**config.mk**
```make
export PLATFORM = sky130hd
export DESIGN_NAME = ioconfig_loader
export DESIGN_NICKNAME = d
export VERILOG_FILES = /design/src/rtl/ioconfig_loader.sv
export SDC_FILE = /design/constraint.sdc
export NUM_CORES = 1
export LEC_CHECK = 0
export CORE_MARGIN = 2
export CORE_UTILIZATION = 55
export DETAILED_ROUTE_END_ITERATION = 16
export HOLD_SLACK_MARGIN = 0.15
export PLACE_DENSITY_LB_ADDON = 0.25
export SYNTH_ARGS = -nofsm -noshare
export SYNTH_HDL_FRONTEND = slang
export SYNTH_SLANG_ARGS = --single-unit
export TNS_END_PERCENT = 30
```
**constraint.sdc**
```tcl
create_clock -name IOCLK -period 3.4 [get_ports IOCLK]
set_input_delay 0.68 -clock IOCLK [delete_from_list [all_inputs] [get_ports IOCLK]]
set_output_delay 0.68 -clock IOCLK [all_outputs]
set_load 0.02 [all_outputs]
```
**src/rtl/ioconfig_loader.sv**
```systemverilog
// rtl/ioconfig_loader.sv - serial IOB configuration frame loader
//
// Hunts the serial stream for SYNC_WORD, shifts in one frame of 3 bits per
// IOB (TSMUX[1], TSMUX[0], DORREG for IOB 0 first), checks a trailing even
// parity bit, and applies the whole frame to the IOB configuration outputs
// in one edge only when parity passes.
//
// Ports:
//   IOCLK       clock, all state updates on the rising edge
//   RST         asynchronous active-high reset
//   CFG_DIN     serial configuration bit
//   CFG_VALID   CFG_DIN is sampled only when high
//   TSMUX_ALL   IOB i tristate select at [2i+1:2i]
//   DORREG_ALL  IOB i input select at [i] (0 direct, 1 registered)
//   CFG_DONE    sticky, set once any frame has been applied
//   CFG_ERR     one-cycle pulse on parity failure
//   BUSY        frame body or parity bit being received

module ioconfig_loader #(
    parameter int         NUM_IOB   = 8,
    parameter logic [7:0] SYNC_WORD = 8'hA5
) (
    input  logic                   IOCLK,
    input  logic                   RST,
    input  logic                   CFG_DIN,
    input  logic                   CFG_VALID,
    output logic [2*NUM_IOB-1:0]   TSMUX_ALL,
    output logic [NUM_IOB-1:0]     DORREG_ALL,
    output logic                   CFG_DONE,
    output logic                   CFG_ERR,
    output logic                   BUSY
);

    localparam int            BODY_BITS = 3 * NUM_IOB;
    localparam int            CW        = $clog2(BODY_BITS + 1);
    localparam logic [CW-1:0] LAST_BIT  = CW'(BODY_BITS - 1);

    localparam logic [1:0] S_HUNT   = 2'd0;
    localparam logic [1:0] S_LOAD   = 2'd1;
    localparam logic [1:0] S_PARITY = 2'd2;

    logic [1:0]           state;
    logic [7:0]           sync_sr;
    logic [7:0]           sync_next;
    logic [CW-1:0]        bit_cnt;
    logic [BODY_BITS-1:0] staging;
    logic                 body_par;
    logic [2*NUM_IOB-1:0] ts_stage;
    logic [NUM_IOB-1:0]   dor_stage;

    assign sync_next = {sync_sr[6:0], CFG_DIN};
    assign BUSY      = (state == S_LOAD) || (state == S_PARITY);

    // The first body bit shifts all the way to the MSB, so IOB i's triplet
    // sits at the top of the staging register counting down from MSB.
    always_comb begin
        ts_stage  = '0;
        dor_stage = '0;
        for (int i = 0; i < NUM_IOB; i++) begin
            ts_stage[2*i+1] = staging[BODY_BITS-1-3*i];
            ts_stage[2*i]   = staging[BODY_BITS-2-3*i];
            dor_stage[i]    = staging[BODY_BITS-3-3*i];
        end
    end

    always_ff @(posedge IOCLK or posedge RST) begin
        if (RST) begin
            state      <= S_HUNT;
            sync_sr    <= '0;
            bit_cnt    <= '0;
            staging    <= '0;
            body_par   <= 1'b0;
            TSMUX_ALL  <= '0;
            DORREG_ALL <= '0;
            CFG_DONE   <= 1'b0;
            CFG_ERR    <= 1'b0;
        end else begin
            CFG_ERR <= 1'b0;
            if (CFG_VALID) begin
                case (state)
                    S_HUNT: begin
                        sync_sr <= sync_next;
                        if (sync_next == SYNC_WORD) begin
                            bit_cnt  <= '0;
                            staging  <= '0;
                            body_par <= 1'b0;
                            state    <= S_LOAD;
                        end
                    end
                    S_LOAD: begin
                        // Sync patterns in the body are plain data: no hunting here.
                        staging  <= {staging[BODY_BITS-2:0], CFG_DIN};
                        body_par <= body_par ^ CFG_DIN;
                        bit_cnt  <= bit_cnt + 1'b1;
                        if (bit_cnt == LAST_BIT) begin
                            state <= S_PARITY;
                        end
                    end
                    S_PARITY: begin
                        if ((body_par ^ CFG_DIN) == 1'b0) begin
                            TSMUX_ALL  <= ts_stage;
                            DORREG_ALL <= dor_stage;
                            CFG_DONE   <= 1'b1;
                        end else begin
                            CFG_ERR <= 1'b1;
                        end
                        // Cleared so the next frame needs all 8 sync bits again.
                        sync_sr <= '0;
                        state   <= S_HUNT;
                    end
                    default: begin
                        state <= S_HUNT;
                    end
                endcase
            end
        end
    end

endmodule

```
==> run_summary.xml <==
<?xml version="1.0" encoding="UTF-8"?>
<metrics>
  <group name="synth">
    <metric name="synth_xor_xnor_area_share" unit="%">0.3135</metric>
    <metric name="synth_cell_types" unit="">39</metric>
    <metric name="synth_sequential_area_ratio" unit="%">58.22</metric>
    <metric name="netlist.top_cell.by_area" unit="">sky130_fd_sc_hd__dfrtp_1</metric>
    <metric name="post_synth_and_or_nand_nor_area_fraction" unit="%">7.927</metric>
    <metric name="yosys-top-cells-count" unit="">sky130_fd_sc_hd__dfrtp_1, sky130_fd_sc_hd__mux2_2, sky130_fd_sc_hd__a22o_1</metric>
    <metric name="synth-adder-area-share" unit="%">2.239</metric>
    <metric name="mappedNetlistArea" unit="µm²">2794</metric>
    <metric name="synth_area_leaders" unit="">sky130_fd_sc_hd__dfrtp_1, sky130_fd_sc_hd__mux2_2, sky130_fd_sc_hd__a22o_1</metric>
    <metric name="synthesis.yosys.warnings" unit="">0</metric>
    <metric name="synth_top_family_by_area" unit="">compound AO/OA/AOI/OAI gates</metric>
    <metric name="area_fraction_in_compound_gates_after_synthesis" unit="%">16.57</metric>
    <metric name="syn-instance-count" unit="">210</metric>
    <metric name="dominantRegCellSynth" unit="">sky130_fd_sc_hd__dfrtp_1</metric>
    <metric name="synth.ff_latch_count" unit="">65</metric>
    <metric name="number_of_nets_in_the_synthesized_netlist" unit="">219</metric>
    <metric name="synth.mux.area_fraction" unit="%">10.48</metric>
    <metric name="number_of_flops_mapped_to_enable_cells_by_yosys" unit="">0</metric>
    <metric name="post-synth-top-count-cell" unit="">sky130_fd_sc_hd__dfrtp_1</metric>
    <metric name="mean_instance_size_in_the_synthesized_netlist" unit="µm²">13.30</metric>
    <metric name="synthDominantCellAreaShare" unit="%">58.22</metric>
    <metric name="async_reset_ff_share" unit="%">100.0</metric>
  </group>
  <group name="floorplanning">
    <metric name="overall_die_area" unit="µm²">5666</metric>
    <metric name="pin_count" unit="">31</metric>
    <metric name="die_width" unit="µm">75.28</metric>
    <metric name="die_h" unit="µm">75.28</metric>
    <metric name="fp.coreArea" unit="µm²">4817</metric>
    <metric name="std_cell_rows" unit="">25</metric>
    <metric name="initial_utilization" unit="%">58.00</metric>
  </group>
  <group name="detailed_routing">
    <metric name="dr.first_iter.drc_count" unit="">159</metric>
    <metric name="route.final.wire_length" unit="µm">4998</metric>
    <metric name="wl_per_cell" unit="µm">16.02</metric>
    <metric name="via_per_inst" unit="">5.737</metric>
    <metric name="vias" unit="">1790</metric>
    <metric name="drt_pre_antenna_iters" unit="">4</metric>
    <metric name="antenna_left" unit="">0</metric>
    <metric name="post-route-drc-count" unit="">0</metric>
  </group>
  <group name="placement">
    <metric name="placed_cell_area" unit="µm²">3117</metric>
    <metric name="finalWeightedCongestion" unit="">0.8591</metric>
    <metric name="number_of_buffers_added_on_ports" unit="">30</metric>
    <metric name="dp.final_hpwl" unit="µm">3082</metric>
  </group>
  <group name="run">
    <metric name="timing.max_cap.violations" unit="">0</metric>
  </group>
  <group name="sta">
    <metric name="report.final.slew_viol_count" unit="">0</metric>
    <metric name="setup_tns" unit="ps">0</metric>
    <metric name="post-route-period-util" unit="%">69.05</metric>
    <metric name="worst_clock_skew" unit="ps">8.627</metric>
    <metric name="setup-violations-final" unit="">0</metric>
    <metric name="tightest_slew" unit="ps">782.1</metric>
    <metric name="setup_repair_after_global_routing_missed_its_margin" unit="">false</metric>
    <metric name="max_freq" unit="MHz">426.0</metric>
    <metric name="timing.max_slew.rel_slack" unit="%">47.79</metric>
    <metric name="final-hold-violation-count" unit="">0</metric>
    <metric name="fin_crit" unit="ps">2348</metric>
  </group>
  <group name="cts">
    <metric name="clock_sink_count" unit="">65</metric>
    <metric name="clock_tree.buffer_depth" unit="">2</metric>
    <metric name="path_clk_slew" unit="ps">70</metric>
    <metric name="insertion_delay" unit="ps">340</metric>
    <metric name="clock_tree_from_tritoncts" unit="">built</metric>
    <metric name="postCtsSetupRepairBufs" unit="">0</metric>
    <metric name="clock_tree.htree_level_count" unit="">3</metric>
    <metric name="cts_inserted_buffers" unit="">9</metric>
    <metric name="cts-resized-gates" unit="">0</metric>
    <metric name="cts_root_buffer" unit="">sky130_fd_sc_hd__clkbuf_8</metric>
    <metric name="cts_hold_buf" unit="">0</metric>
  </group>
  <group name="critical_path">
    <metric name="category_of_the_worst_setup_path_capture_point" unit="">primary output</metric>
    <metric name="worst-endpoint-arrival" unit="ps">1670</metric>
    <metric name="timing.critical_path.fanout_max" unit="">3</metric>
    <metric name="worst-setup-path-type" unit="">reg -&gt; out</metric>
    <metric name="path_cells" unit="">inv_1, ha_1, clkdlybuf4s50_1</metric>
    <metric name="cp_required" unit="ps">2720</metric>
    <metric name="critical_path.max_stage_delay" unit="ps">590</metric>
    <metric name="critical_path.slowest_cell" unit="">sky130_fd_sc_hd__clkdlybuf4s50_1</metric>
    <metric name="timing.critical_path.from_type" unit="">register</metric>
  </group>
  <group name="cells_and_area">
    <metric name="layout.nets" unit="">249</metric>
    <metric name="regArea" unit="µm²">1627</metric>
    <metric name="antenna-diode-count" unit="">0</metric>
    <metric name="multi_input_comb_area" unit="µm²">1049</metric>
    <metric name="drive_above_1_share" unit="%">21.63</metric>
    <metric name="nFillCells" unit="">378</metric>
    <metric name="postLayoutCellArea" unit="µm²">3334</metric>
    <metric name="synthToLayoutAreaGrowth" unit="%">19.35</metric>
  </group>
  <group name="global_routing">
    <metric name="gr-usage-all-layers" unit="%">19.92</metric>
    <metric name="global_route_wire_length_before_repair" unit="µm">8217</metric>
    <metric name="grt_antenna_before_repair" unit="">0</metric>
    <metric name="grt_pass1_vias" unit="">1658</metric>
    <metric name="grt_start_max_net_pins" unit="">37</metric>
    <metric name="grt_remaining_overflow" unit="">0</metric>
  </group>
  <group name="run_status">
    <metric name="status" unit="">finished, final reports clean</metric>
  </group>
  <group name="power">
    <metric name="power_per_cell_area" unit="nW/µm²">702.8</metric>
    <metric name="max-vdd-ir-drop" unit="mV">0.4179</metric>
    <metric name="leakage" unit="nW">1.516</metric>
  </group>
  <group name="worst_hold_path">
    <metric name="hold_class" unit="">reg -&gt; reg</metric>
  </group>
</metrics>
[layout by cell type (no fill, tap or decap), types with 4 or more instances in the layout]
master,synthesis,routed
sky130_fd_sc_hd__clkbuf_8,0,9
sky130_fd_sc_hd__nor2b_1,9,9
sky130_fd_sc_hd__mux2_2,26,26
sky130_fd_sc_hd__clkdlybuf4s50_1,0,30
sky130_fd_sc_hd__dfrtp_1,65,65
sky130_fd_sc_hd__nand2_1,7,7
sky130_fd_sc_hd__o2bb2ai_1,6,6
sky130_fd_sc_hd__inv_1,8,7
sky130_fd_sc_hd__ha_1,5,5
sky130_fd_sc_hd__a22o_1,24,24
sky130_fd_sc_hd__a21oi_1,12,12
sky130_fd_sc_hd__nor3_1,4,4
[final timing paths]
path                          start    endpoint  slack [ps]  cells after the start
max reg2reg                state[1]  bit_cnt[0]        1280                      5
min in group asynchronous       RST  sync_sr[5]         810                      2
min reg2reg                CFG_DONE    CFG_DONE         470                      1
min                        CFG_DONE    CFG_DONE         470                      1
max                        state[1]        BUSY        1050                      3
max in group asynchronous       RST  staging[8]        1960                      3
[worst max-delay path: cells and delay by family, from the launching register on]
kind / cells / cell delay [ps]
DFF: 1 / 380
buffers and inverters: 2 / 680
adders and majority gates: 1 / 270
[state kept, by name (all words and copies together), names as in the netlist]
| signal | cells |
|---|---|
| TSMUX_ALL | 16 |
| sync_sr | 7 |
| staging | 24 |
| CFG_ERR | 1 |
| CFG_DONE | 1 |
| bit_cnt | 5 |
| body_par | 1 |
| DORREG_ALL | 8 |
| state | 2 |
[stage by stage]
step	worst slack (ps)	util, %	power [mW]	instances	hold WS, ps
3_5_place_dp	838.6	64.70	1.641	296	453.0
5_1_grt	998.1	69.22	2.482	312	497.4
6_report	1052	69.22	2.343	312	465.1
2_1_floorplan	1094	-	1.508	210	460.9
3_3_place_gp	881.3	64.70	1.623	296	451.9
4_1_cts	1028	69.22	2.357	312	470.8
[layer usage]
layer | track usage (%) | part of all wire, % | vias to the layer above
li1 | - | - | 831
met1 | 30.63 | 52 | 915
met2 | 25.93 | 42 | 40
met3 | 6.560 | 4.9 | 4
met4 | 8.187 | 0.92 | 0
met5 | 0 | 0 | -
[report_power, final]
part	switching [mW]	internal, mW	leakage [nW]
Clock	0.302	0.412	0.106
Sequential	0.115	0.898	0.869
Combinational	0.332	0.284	0.541
[cells by family (layout without fill, tap and decap cells)]
logic type               after synthesis  in the layout
AO/OA/AOI/OAI                         57             57
AND/OR/NAND/NOR                       35             35
buffers and inverters                 21             56
adder cells (fa/ha/maj)                5              5
XOR/XNOR                               1              1
multiplexers                          26             26
flip-flops                            65             65
[layout make-up]
class | count | area share (%)
clock buffers | 9 | 3.715
inverters | 8 | 0.9006
multi-input cells | 124 | 31.44
well taps | 67 | 2.514
flip-flops and latches | 65 | 48.78
repair buffers | 32 | 9.831
clock inverters | 7 | 2.814
(Power assumes the default switching activity.)
